### src/rtl/id_ex_operand_stage.sv
// ID/EX pipeline register with EX/MEM and MEM/WB operand forwarding and
// load-use hazard detection; feeds the alu operands and op code directly.
module id_ex_operand_stage #(
    parameter int DATA_W = 32,
    parameter int REG_AW = 5
) (
    input  logic              clk,
    input  logic              rst,
    input  logic              stall,
    input  logic              flush,
    input  logic              in_valid,
    input  logic [DATA_W-1:0] rs_data,
    input  logic [DATA_W-1:0] rt_data,
    input  logic [DATA_W-1:0] imm,
    input  logic              alu_src,
    input  logic [3:0]        alu_control_in,
    input  logic [REG_AW-1:0] rs_addr,
    input  logic [REG_AW-1:0] rt_addr,
    input  logic              uses_rt,
    input  logic [REG_AW-1:0] rd_addr,
    input  logic              reg_write_in,
    input  logic              mem_read_in,
    input  logic              exmem_reg_write,
    input  logic [REG_AW-1:0] exmem_rd,
    input  logic [DATA_W-1:0] exmem_result,
    input  logic              memwb_reg_write,
    input  logic [REG_AW-1:0] memwb_rd,
    input  logic [DATA_W-1:0] memwb_data,
    output logic [DATA_W-1:0] alu_a,
    output logic [DATA_W-1:0] alu_b,
    output logic [3:0]        alu_control,
    output logic [DATA_W-1:0] store_data,
    output logic [REG_AW-1:0] ex_rd,
    output logic              ex_reg_write,
    output logic              ex_mem_read,
    output logic              ex_valid,
    output logic [1:0]        fwd_a_sel,
    output logic [1:0]        fwd_b_sel,
    output logic              load_use_hazard
);

    typedef enum logic [1:0] {
        FWD_REG   = 2'd0,
        FWD_EXMEM = 2'd1,
        FWD_MEMWB = 2'd2
    } fwd_sel_e;

    logic [DATA_W-1:0] rs_data_q;
    logic [DATA_W-1:0] rt_data_q;
    logic [DATA_W-1:0] imm_q;
    logic              alu_src_q;
    logic              uses_rt_q;
    logic [REG_AW-1:0] rs_q;
    logic [REG_AW-1:0] rt_q;

    fwd_sel_e          sel_a;
    fwd_sel_e          sel_b;
    logic [DATA_W-1:0] fwd_rs;
    logic [DATA_W-1:0] fwd_rt;

    // Reset and flush both produce an all-zero bubble; flush overrides stall.
    always_ff @(posedge clk) begin
        if (rst || flush) begin
            rs_data_q    <= '0;
            rt_data_q    <= '0;
            imm_q        <= '0;
            alu_src_q    <= 1'b0;
            uses_rt_q    <= 1'b0;
            rs_q         <= '0;
            rt_q         <= '0;
            alu_control  <= '0;
            ex_rd        <= '0;
            ex_reg_write <= 1'b0;
            ex_mem_read  <= 1'b0;
            ex_valid     <= 1'b0;
        end else if (!stall) begin
            rs_data_q    <= rs_data;
            rt_data_q    <= rt_data;
            imm_q        <= imm;
            alu_src_q    <= alu_src;
            uses_rt_q    <= uses_rt;
            rs_q         <= rs_addr;
            rt_q         <= rt_addr;
            alu_control  <= alu_control_in;
            ex_rd        <= rd_addr;
            ex_reg_write <= reg_write_in & in_valid;
            ex_mem_read  <= mem_read_in & in_valid;
            ex_valid     <= in_valid;
        end
    end

    // Register 0 is never forwarded; EX/MEM is the younger producer and wins.
    always_comb begin
        sel_a  = FWD_REG;
        fwd_rs = rs_data_q;
        if ((rs_q != '0) && exmem_reg_write && (exmem_rd == rs_q)) begin
            sel_a  = FWD_EXMEM;
            fwd_rs = exmem_result;
        end else if ((rs_q != '0) && memwb_reg_write && (memwb_rd == rs_q)) begin
            sel_a  = FWD_MEMWB;
            fwd_rs = memwb_data;
        end
    end

    always_comb begin
        sel_b  = FWD_REG;
        fwd_rt = rt_data_q;
        if (uses_rt_q && (rt_q != '0) && exmem_reg_write && (exmem_rd == rt_q)) begin
            sel_b  = FWD_EXMEM;
            fwd_rt = exmem_result;
        end else if (uses_rt_q && (rt_q != '0) && memwb_reg_write && (memwb_rd == rt_q)) begin
            sel_b  = FWD_MEMWB;
            fwd_rt = memwb_data;
        end
    end

    always_comb begin
        alu_a      = fwd_rs;
        store_data = fwd_rt;
        alu_b      = alu_src_q ? imm_q : fwd_rt;
        fwd_a_sel  = sel_a;
        fwd_b_sel  = sel_b;
    end

    always_comb begin
        load_use_hazard = ex_valid & ex_mem_read & (ex_rd != '0) & in_valid &
                          ((ex_rd == rs_addr) | (uses_rt & (ex_rd == rt_addr)));
    end

endmodule
### config.mk
export PLATFORM = sky130hd
export DESIGN_NAME = id_ex_operand_stage
export DESIGN_NICKNAME = d
export VERILOG_FILES = /design/src/rtl/id_ex_operand_stage.sv
export SDC_FILE = /design/constraint.sdc
export NUM_CORES = 1
export LEC_CHECK = 0
export BUFFER_PORTS_ARGS = -buffer_cell sky130_fd_sc_hd__buf_2
export CAP_MARGIN = 10
export CORE_MARGIN = 3
export CORE_UTILIZATION = 44
export DETAILED_ROUTE_END_ITERATION = 10
export MAX_ROUTING_LAYER = met4
export PLACE_DENSITY = 0.78
export SETUP_SLACK_MARGIN = 0.02
export SLEW_MARGIN = 10
export SYNTH_ARGS = -nofsm -noshare
export SYNTH_HDL_FRONTEND = slang
export SYNTH_SLANG_ARGS = --single-unit
### constraint.sdc
create_clock -name clk -period 2.05 [get_ports clk]
set_input_delay 0.1025 -clock clk [delete_from_list [all_inputs] [get_ports clk]]
set_output_delay 0.1025 -clock clk [all_outputs]
set_load 0.05 [all_outputs]
After elaboration in Yosys (flattened, before gate mapping)
Index checks and enable logic that the tools add are counted.
Operators by class
  eq/ne operators: 6
  mux-type cells: 9
  bitwise gates (word level): 8
  reductions and logical operators: 13
Operators by type and width (count)
  $mux W32: 5
  $eq A5 B5 Y1: 6
  $reduce_bool A5 Y1: 3
  $logic_and A1 B1 Y1: 9
  $mux W2: 4
  $and A1 B1 Y1: 7
  $logic_or A1 B1 Y1: 1
  $or A1 B1 Y1: 1
Word-level totals
  flip-flop bits (word level): 120
  input port bits: 200
  output and inout bits: 113

Longest topological paths before layout
Gate-level depths: netlist (run 1).
  word-level depth: 7
  gate-level depth with buffers: 10
  mapped depth without buffers: 6

Worst setup path after synthesis (run 1)
No wires, ideal clock.
  kind: flip-flop to output port
  start: register rt_q[4]
  end: output port alu_b[1]
  arrival: 2.892 ns
  path slack: -0.945 ns
  cell stages (with the launch flop): 7
  cells stage by stage: dfxtp_1 -> or4_1 -> o21ai_2 -> buf_2 -> o31ai_1 -> a31oi_1 -> mux2_2
Between the ends
  word-level cells in the longest chain between the ends: 7
  elaborated cells on any way between the ends: 11
RTL lines
  start: declaration: line 54  | logic [REG_AW-1:0] rt_q;
  start signal: assignment: line 83  | rt_q <= rt_addr;
  $reduce_bool A5 Y1: line 108, 111
  $logic_and A1 B1 Y1: line 108, 111
  $logic_and A1 B1 Y1 (2 in series): line 111  | end else if (uses_rt_q && (rt_q != '0) && memwb_reg_write && (memwb_rd == rt_q)) begin
  $mux W32: line 111
  $mux W32 *: line 108  | if (uses_rt_q && (rt_q != '0) && exmem_reg_write && (exmem_rd == rt_q)) begin
  named net store_data[1]: line 32  | output logic [DATA_W-1:0] store_data,
  $mux W32 *: line 120  | alu_b = alu_src_q ? imm_q : fwd_rt;
  end: declaration: line 30  | output logic [DATA_W-1:0] alu_b,
Mark *: on every way through the listed nets, which the timed path passes. The rest lies on a longest branch.

Worst setup path in the final report (run 1)
  start: register rt_q[1]
  end: output port alu_b[21]
Between the ends
  word-level cells in the longest chain between the ends: 7
  elaborated cells on any way between the ends: 11
RTL lines (line)
  $reduce_bool A5 Y1: 108, 111
  $logic_and A1 B1 Y1: 108, 111
  $logic_and A1 B1 Y1 (2 in series): 111
  $mux W32: 111
  $mux W32 *: 108
  $mux W32 *: 120
Mark *: on every way between the ends. The rest lies on a longest branch, timed or not.

==> results of run 1 <==
[Yosys cell counts, types with 2 or more instances]
cell type / instances
buf_2: 7
nand4_1: 2
o31ai_2: 25
mux2i_1: 150
a31oi_1: 6
nand3_1: 33
xnor2_1: 12
buf_6: 5
clkbuf_1: 48
nand2_1: 34
mux2_2: 31
nor3_1: 33
and3_1: 31
or4_1: 5
a21oi_1: 3
a31oi_2: 25
o31ai_1: 6
xor2_1: 18
nor2b_1: 2
nor4_1: 3
dfxtp_1: 120
buf_1: 12
o21ai_1: 32
buf_4: 3
a22oi_1: 2
nor2_1: 123
or2_1: 2
[routing by layer]
layer,part of all wire [%],GRT usage [%],up-vias
met3,12,10.5,422
met5,0,-,-
met4,11,27.9,0
met2,46,72.5,1054
li1,-,-,3807
met1,31,43.9,4577
[what timing repair did]
action | CTS | global route
hold endpoints to repair | 118 | 0
buffers inserted | 23 | 27
gates cloned | 6 | 2
setup endpoints to repair | 100 | 101
hold buffers | 118 | 0
pin swaps | 20 | 27
gates resized for setup | 304 | 104
[critical path: cells and delay by family (launching register included)]
kind | cells | cell delay, ns
flip-flops | 1 | 0.37
AND/OR/NAND/NOR | 2 | 1.28
multiplexers | 1 | 0.33
buffers and inverters | 2 | 0.39
AO/OA/AOI/OAI | 1 | 0.07
XOR/XNOR | 1 | 0.19
[state kept, by name, summed over array words and instances (netlist names)]
| signal | flops |
|---|---|
| ex_valid | 1 |
| rs_data_q | 32 |
| ex_mem_read | 1 |
| rt_data_q | 32 |
| ex_reg_write | 1 |
| rt_q | 5 |
| ex_rd | 5 |
| imm_q | 32 |
| alu_src_q | 1 |
| rs_q | 5 |
| uses_rt_q | 1 |
| alu_control | 4 |
[final cells by class]
| class | count | area [um2] |
|---|---|---|
| multi-input cells | 586 | 5720 |
| repair buffers | 551 | 5170 |
| flip-flops and latches | 120 | 2430 |
| fillers | 540 | 1220 |
| clock buffers | 21 | 470 |
| well taps | 211 | 264 |
| clock inverters | 11 | 123 |
| inverters | 2 | 15.0 |
| diodes | 6 | 15.0 |
[worst paths after layout]
check                                   from                          to  slack (ns)  depth (start not counted)
setup reg to reg  rt_data_q[31]$_SDFFE_PP0N_  rt_data_q[31]$_SDFFE_PP0N_        1.03                          2
setup / recovery        rt_q[1]$_SDFFE_PP0N_                   alu_b[21]       -1.14                          7
hold reg to reg       imm_q[17]$_SDFFE_PP0N_      imm_q[17]$_SDFFE_PP0N_        0.50                          2
hold / removal                    rt_addr[2]        rt_q[2]$_SDFFE_PP0N_        0.12                          3
[report_power, final]
group          switching [mW]  internal [mW]  leakage (nW)
Clock                    1.23           1.89         0.281
Sequential             0.0867           2.41         0.984
Combinational            1.09          0.901          4.77
Total                    2.41           5.19          6.04
[per-stage QoR]
step / area, um2 / hold slack [ns] / power (mW) / setup WS, ns
CTS: 13600 / 0.00549 / 7.21 / -0.713
floorplan: 7910 / 0.246 / 3.34 / -0.422
detailed placement: 10300 / 0.339 / 3.86 / -0.459
global placement: 10300 / 0.329 / 3.83 / -0.428
global route: 14200 / 0.112 / 7.70 / -1.22
finish: 14200 / 0.121 / 7.60 / -1.14
[cells by family (layout without fill, tap and decap cells)]
logic type      count (synthesis)  after routing
simple gates                  271            271
xor+xnor                       30             30
compound gates                104            104
flops                         120            120
mux                           181            181
buf+inv                        77            585
other cells                     0              6
==> metrics, run 1 <==
core area between 0.015 and 0.02 mm2; peak supply drop between 0.0006 and 0.0007 V; vias in the first global route 9813; Min Clock Period, post-route roughly 3.2 ns; RSZ-0062 raised after global routing true; slowest CP cell nor3_1; DRC violations left 0; CP required 1.95 ns; DR iter-0 viols 1188; CP startpoint kind register; Slew HR 35.9%; initial core utilization 45.7%; pin count of the biggest net entering global routing 53; largest family of logic cells by synthesized area multiplexers; Synth Instances 783; Fmax achieved 314 MHz; Core Rows 45; syn_area_per_cell 9.00 um2; TNS Setup -69.10 ns; Critical Path, Cell by Cell xor2_2 -> or4_4 -> buf_4 -> nor3_1 -> a31oi_4 -> mux2_4 -> buf_8; Overall Global Routing Usage 42.7%; failing checks negative setup slack; most common cell after layout, fill and taps aside buf_2; area share of the largest cell type after synthesis between 30% and 40%; Compound-Gate Fraction of Synth Area 13.5%; biggest cell delay along the critical path 0.75 ns; Layout area overhead 102%; Worst Setup Path Type register to output port; clock slew at reported path FFs 0.06 ns; I/O Buffers 312; CTS tree built; post-synthesis net count 983; routed length per placed instance around 30 um; Post-Synth Adder-Cell Area 0%; post-DP HPWL approximately 19 mm; max cap viols 0; Max FO, Critical Path 16; Slew Viols, Final 0; ys async rst share 0%; Top Ports approximately 310; setup ws final -1.14 ns; antenna violations before repair 6; outcome finished, violations left; Synth Register Bits 120; top_reg_cell synth dfxtp_1; final core utilization 92.1%; WP data arrival 3.09 ns; Final Setup Violations 101; DIE AREA 0.0176 mm2; H-tree depth 4; Routed Antenna Nets 0; commonest non-fill, non-tap cells in the layout 210 x buf_2, 122 x nor2_1, 120 x mux2i_1, 118 x dlygate4sd3_1, 109 x dfxtp_1; PwrDens ~530 mW/mm2; routability cong. 0.844; Detailed Route WL between 40 and 50 mm; clk buf depth 2; final cell count without fillers ~1.5k; worst skew pair latency 0.42 ns; fraction of layout cells with a size suffix above 1 51.8%; Post-synth EDFFs 0; worst hold path class input pin to register; crit path capture type output port; TritonCTS Sinks 120; Via Count 9860; nets@finish 1478; vias per std cell 6.54; Die W 133 um; post-synthesis mux area share between 20% and 30%; total of warnings raised by yosys 0; final period utilization 156%; CTS Buf Count 17; Post-Place Cells 1300; LEAKAGE 6.04 nW; Synth Area in Simple Gates around 18%; CTS root buf clkbuf_16; top cell type by total area after synthesis dfxtp_1; post-synthesis cell type count 37; Synth Cell Area 0.00705 mm2; first-pass GRT wire length roughly 57 mm; final hold vios 0; total gr overflow 0; xor and xnor fraction of the mapped netlist area 3.73%; Slew @ Worst Pin 0.954 ns; sequential fraction of the synthesis area 34.1%; DR pass1 iterations 5; Clock Skew 0 ns; Synth area leaders dfxtp_1 34%, mux2i_1 21%, nor2_1 6.5%, mux2_2 5.0%, a31oi_2 4.4%; Die Y 133 um
Power figures use the tool's default switching activity.
==> run 2, diff against run 1 <==
CORE_ASPECT_RATIO = 0.75   (was default)
==> run 2 against run 1 <==
Net effect: the flow still finishes with violations (negative setup slack); flip-flop and latch count unchanged; worst setup slack improved by 0.18 ns; first-iteration DRC count increased by 6.7%; sequential share of layout area decreased by 0.18 points; clock-buffer cell count increased by 2; via count decreased by 0.41%; die area about the same; utilization increased by 0.45 points; highest routed layer unchanged.
==> metrics, run 2 (same netlist as run 1, synthesis figures left out) <==
Post-Place Cells approximately 1.3k; placed cell areas ~0.010 mm2; CTS Buf Count 17; PwrDens 551 mW/mm2; failing checks negative setup slack; internal cell power ~5.5 mW; CTS root buf clkbuf_16; Worst Setup Path Type register to output port; fraction of layout cells with a size suffix above 1 52.2%; CTS tree built; Slew @ Worst Pin just under 0.6 ns; Detailed Route WL around 44 mm; core area 0.0155 mm2; Final Setup Violations 100; Logic pwr share 25.0%; pin count of the biggest net entering global routing 121; first-pass GRT wire length about 56 mm; I/O Buffers 312; DRC violations left 0; initial core utilization 45.6%; final period utilization 147%; sw frac 30.5%; clock slew at reported path FFs about 0.07 ns; final hold vios 0; Top Registers imm_q (32), rs_data_q (32), rt_data_q (32); DR iter-0 viols 1268; worst skew pair latency 0.43 ns; clock power share a little over two fifths; vias per std cell 6.55; Min Clock Period, post-route 3.01 ns; post-DP HPWL approximately 19 mm; WP data arrival approximately 2.9 ns; Routed Antenna Nets 0; vias in the first global route 9772; most common cell after layout, fill and taps aside buf_2; TNS Setup -62.46 ns; CP startpoint kind register; reg2reg setup slack 0.91 ns; crit path capture type output port; commonest non-fill, non-tap cells in the layout 210 x buf_2, 122 x nor2_1, 120 x mux2i_1, 118 x dlygate4sd3_1, 111 x dfxtp_1; DIE AREA ~0.018 mm2; outcome finished, violations left; Top Ports 313; final cell count without fillers 1499; Die Y 116 um; final core utilization between 90% and 100%; setup ws final -0.959 ns; TritonCTS Sinks 120; pre-CTS setup slack -0.460 ns; Max FO, Critical Path 8; Via Count 9820; routability cong. 0.886; Slew HR around three fifths; Final Instance Area 0.0143 mm2; H-tree depth 4; CP required around 2 ns; Layout area overhead 103%; Fmax achieved 332 MHz; clk buf depth 2; nets@finish 1478; sw power between 2 and 2.5 mW; Sequential Power Share 31.6%; Slew Viols, Final 0; Overall Global Routing Usage 42.1%; DR pass1 iterations 6; antenna violations before repair 5; RSZ-0062 raised after global routing true; max cap viols 0; worst hold path class input pin to register; Core Rows 39; routed length per placed instance 29.6 um; Clock Skew 0 ns; LEAKAGE 6.16 nW; total gr overflow 0; peak supply drop 0.000630 V; Die W 152 um
[run 2: cell types whose count changed in the layout (fill, tap and decap cells not counted), sizes merged]
cell,before,now
clkbuf,24,27
bufinv,2,4
clkinv,5,1
buf,430,429
diode,6,5
clkinvlp,4,2
[run 2: layout make-up]
type,instances,area [um2]
repair buffers,551,5160
clock buffers,23,498
clock inverters,7,140
flip-flops and latches,120,2420
fillers,479,1150
well taps,205,256
diodes,5,12.5
multi-input cells,586,5810
inverters,2,15.0
[run 2: worst max-delay path: stages, from the launching register on]
cell     delay (ns)
dfxtp_2        0.33
xor2_1         0.17
or4_4          0.59
buf_12         0.17
buf_16         0.15
o31ai_4        0.41
a31oi_4        0.18
mux2_4         0.32
buf_8          0.15
[run 2: repair_timing]
item	4_1_cts	5_1_grt
endpoints found under the hold margin	118	0
hold buffers	118	0
pin swaps	18	42
setup buffers	17	23
cloned	12	3
resized for setup	315	100
endpoints found under the setup margin	100	101
[run 2: final timing paths]
kind	from	end	cells past startpoint
setup reg to reg	rs_data_q[11]$_SDFFE_PP0N_	rs_data_q[11]$_SDFFE_PP0N_	2
hold reg to reg	alu_control[0]$_SDFFE_PP0N_	alu_control[0]$_SDFFE_PP0N_	2
hold / removal	rt_addr[3]	rt_q[3]$_SDFFE_PP0N_	3
setup / recovery	rt_q[4]$_SDFFE_PP0N_	alu_b[6]	8
[run 2: metal layers]
| layer | wire [um] | global-route usage (%) |
|---|---|---|
| met1 | 14900 | 46.2 |
| met2 | 20200 | 68.3 |
| met3 | 5320 | 12.7 |
| met4 | 3990 | 25.7 |
| met5 | 0 | - |
[run 2: per-stage QoR]
stage	hold slack, ns	total power, mW
2_1_floorplan	0.246	3.34
3_3_place_gp	0.329	3.83
3_5_place_dp	0.340	3.85
4_1_cts	0.00559	7.49
5_1_grt	0.0966	7.98
6_report	0.0482	7.89
[run 2: power groups by stage]
stage,Combinational (mW),Clock (mW),Sequential [mW]
final,1.97,3.42,2.50
after global routing,2.01,3.47,2.50
after CTS,1.73,3.29,2.47
after detailed placement,1.34,0,2.51
after global placement,1.32,0,2.51
after floorplan,0.815,0,2.52
==> run 3, diff against run 2 <==
BUFFER_PORTS_ARGS = default   (was -buffer_cell sky130_fd_sc_hd__buf_2)
CORE_UTILIZATION = 58   (was 44)
DONT_BUFFER_PORTS = 1   (was default)
PLACE_DENSITY = 0.76   (was 0.78)
==> run 3 against run 2 <==
Net effect: the flow now stops in 4_1_cts; area after synthesis stayed put; synthesized cell count is the same.
==> metrics, run 3 <==
area share of the largest cell type after synthesis 34.1%; Stopped at 4_1_cts; routability cong. between 0.8 and 0.9; clk buf depth 2; Core Rows 34; syn_area_per_cell around 9 um2; post-DP HPWL 18.2 mm; post-synthesis cell type count 37; Synth area leaders dfxtp_1 34%, mux2i_1 21%, nor2_1 6.5%, mux2_2 5.0%, a31oi_2 4.4%; Synth Instances around 780; outcome stopped before the end; CTS root buf clkbuf_16; Post-CTS Setup Repair Bufs 7; Top Ports 313; Synth Cell Area 0.00705 mm2; Run Error [ERROR RSZ-0060] Max buffer count reached.; Synth Register Bits 120; Die W 133 um; total of warnings raised by yosys 0; TritonCTS Sinks between 100 and 150; top cell type by total area after synthesis dfxtp_1; cell with the most instances after synthesis mux2i_1; top_reg_cell synth dfxtp_1; commonest cells in the synthesized netlist 150 x mux2i_1, 123 x nor2_1, 120 x dfxtp_1; initial core utilization 60.0%; CTS Buf Count 17; # hold bufs at CTS 211; Post-CTS Resized around 150; ys async rst share 0%; Post-synth EDFFs 0; sequential fraction of the synthesis area 34.1%; H-tree depth 4; post-synthesis net count 983; Post-Place Cells about 1k; Die Y between 100 and 150 um; I/O Buffers 0
run 3: cells by family after synthesis:
family / after synthesis / share of synthesized area [%]
AOI/OAI and AO/OA: 104 / 13.5
DFF: 120 / 34.1
and+or+nand+nor: 271 / 17.5
xor gates and xnor gates: 30 / 3.73
buffers and inverters: 77 / 4.92
muxes: 181 / 26.3
run 3: per-stage QoR:
stage,area (um2),hold slack (ns),util [%],setup slack (ns)
2_1_floorplan,7910,0.246,-,-0.422
3_3_place_gp,9290,0.248,79.1,-0.343
3_5_place_dp,9290,0.256,79.1,-0.401
==> run 4, diff against run 3 <==
CORE_ASPECT_RATIO = default   (was 0.75)
CORE_UTILIZATION = 40   (was 58)
MAX_ROUTING_LAYER = default   (was met4)
PLACE_DENSITY = default   (was 0.76)
PLACE_DENSITY_LB_ADDON = 0.15   (was default)
SETUP_SLACK_MARGIN = default   (was 0.02)
clock period = 2.7 ns   (was 2.05 ns; I/O delays follow)
==> run 4 against run 3 <==
Net effect: the flow now finishes, with violations (negative setup slack).
==> metrics, run 4 (same netlist as run 1, synthesis figures left out) <==
Max FO, Critical Path 18; CTS tree built; Via Count around 7.2k; Core Rows 47; Slew HR 45.3%; WP depth 7; DR iter-0 viols 398; DR pass1 iterations 4; final cell count without fillers 1263; reg2reg setup slack around 0.89 ns; placed cell areas 0.00872 mm2; Critical Path, Cell by Cell xor2_1 -> or4_4 -> buf_12 -> o31ai_4 -> a31oi_4 -> mux2_4 -> buf_12; max cap viols 0; CP startpoint kind register; Die W 139 um; fraction of layout cells with a size suffix above 1 a little over a quarter; PwrDens around 460 mW/mm2; Detailed Route WL 28.3 mm; clock slew at reported path FFs 0.06 ns; initial core utilization between 40% and 50%; antenna violations before repair 0; nets@finish 1231; Routed Antenna Nets 0; RR Startpoint alu_src_q$_SDFFE_PP0N_; CP top delay family simple AND/OR/NAND/NOR gates; Post-Place Cells 1054; Layout area overhead 64.7%; Top Ports 313; Slew Viols, Final 0; Worst Setup Path Type register to output port; Clock Skew 0 ns; TritonCTS Sinks between 100 and 150; failing checks negative setup slack; Bufs and invs on worst path 2; RR Endpoint alu_src_q$_SDFFE_PP0N_; WP data arrival 2.63 ns; setup ws final -0.0612 ns; DRC violations left 0; Slew @ Worst Pin 0.820 ns; Reg area 0.00242 mm2; CTS Buf Count 17; final core utilization between 60% and 70%; I/O Buffers 0; Overall Global Routing Usage about 28%; Fmax achieved 362 MHz; H-tree depth 4; biggest cell delay along the critical path 0.59 ns; Final Setup Violations 31; clk buf depth 2; vias per std cell 5.73; Min Clock Period, post-route 2.76 ns; total gr overflow 0; Fillers approximately 1.2k; most common cell after layout, fill and taps aside dlygate4sd3_1; ANT cells 0; crit path capture type output port; multi-input logic area 0.00503 mm2; peak supply drop about 0.00053 V; most frequent CP cell buf_12; routability cong. 0.877; Worst R2R Path Depth 3; first-pass GRT wire length ~44 mm; worst hold path class input pin to register; pin count of the biggest net entering global routing 121; final period utilization 102%; outcome finished, violations left; CTS root buf clkbuf_16; Final Instance Area approximately 0.012 mm2; vias in the first global route slightly below 8k; RSZ-0062 raised after global routing true; core area 0.0169 mm2; CP Capture Point alu_b[18]; pre-CTS setup slack 0.119 ns; Top Registers imm_q (32), rs_data_q (32), rt_data_q (32); DIE AREA 0.0193 mm2; post-DP HPWL ~18 mm; CP required between 2 and 3 ns; slowest CP cell or4_4; commonest non-fill, non-tap cells in the layout 172 x dlygate4sd3_1, 149 x mux2i_1, 121 x nor2_1, 113 x dfxtp_1, 85 x buf_4; routed length per placed instance 22.4 um; final hold vios 0; worst skew pair latency approximately 0.43 ns; Die Y 139 um; CP startpoint rt_q[3]$_SDFFE_PP0N_; LEAKAGE between 4 and 5 nW
==> run 4: cell type report <==
cell class              count  area share (%)
multi-input cells         586            43.3
repair buffers            304            28.2
flip-flops and latches    120            20.8
clock buffers              21            4.14
well taps                 220            2.37
clock inverters            10            1.01
inverters                   2           0.108
==> run 4: worst register-to-register path: cells and delay by family (launching register included) <==
| kind | cells | cell delay (ns) |
|---|---|---|
| buffers and inverters | 1 | 0.61 |
| flip-flops | 1 | 0.86 |
| multiplexers | 1 | 0.19 |
| AND/OR/NAND/NOR | 1 | 0.08 |
==> run 4: repair_timing <==
| action | 4_1_cts | 5_1_grt |
|---|---|---|
| hold buffers | 173 | 0 |
| buffers inserted | 0 | 3 |
| resized for setup | 73 | 17 |
| pin swaps | 2 | 6 |
| hold endpoints to repair | 120 | 0 |
| setup endpoints to repair | 63 | 48 |
| gates cloned | 0 | 2 |
==> run 4: stage by stage <==
step	total power, mW	TNS, ns	hold WS, ns
finish	5.30	-0.982	0.0871
global route	5.48	-3.24	0.104
CTS	5.30	-1.68	0.0336
detailed placement	2.68	0	0.288
global placement	2.67	0	0.280
floorplan	2.49	-0.623	0.279
==> run 4: routing by layer <==
metal  wire (um)  share of wire, %  GRT usage [%]  vias to the layer above
met1       11100                39           33.0                     3545
met2       14300                50           50.1                      358
met4         631               2.2           9.01                        0
li1            -                 -              -                     3294
met3        2260               8.0           8.07                       44
met5           0                 0              0                        -
==> run 4: worst min path at each step <==
stage	start	end	cells past startpoint
after detailed placement	rt_data[29]	rt_data_q[29]$_SDFFE_PP0N_	2
after global placement	imm[31]	imm_q[31]$_SDFFE_PP0N_	2
after global routing	in_valid	ex_valid$_SDFFE_PP0N_	3
after floorplan	alu_control_in[0]	alu_control[0]$_SDFFE_PP0N_	2
after CTS	in_valid	ex_valid$_SDFFE_PP0N_	3
final	in_valid	ex_valid$_SDFFE_PP0N_	3
==> run 4: power breakdown <==
part	total, mW	switching (mW)	internal, mW
clock	2.32	0.867	1.45
combinational	1.07	0.548	0.522
sequential	1.91	0.0759	1.83
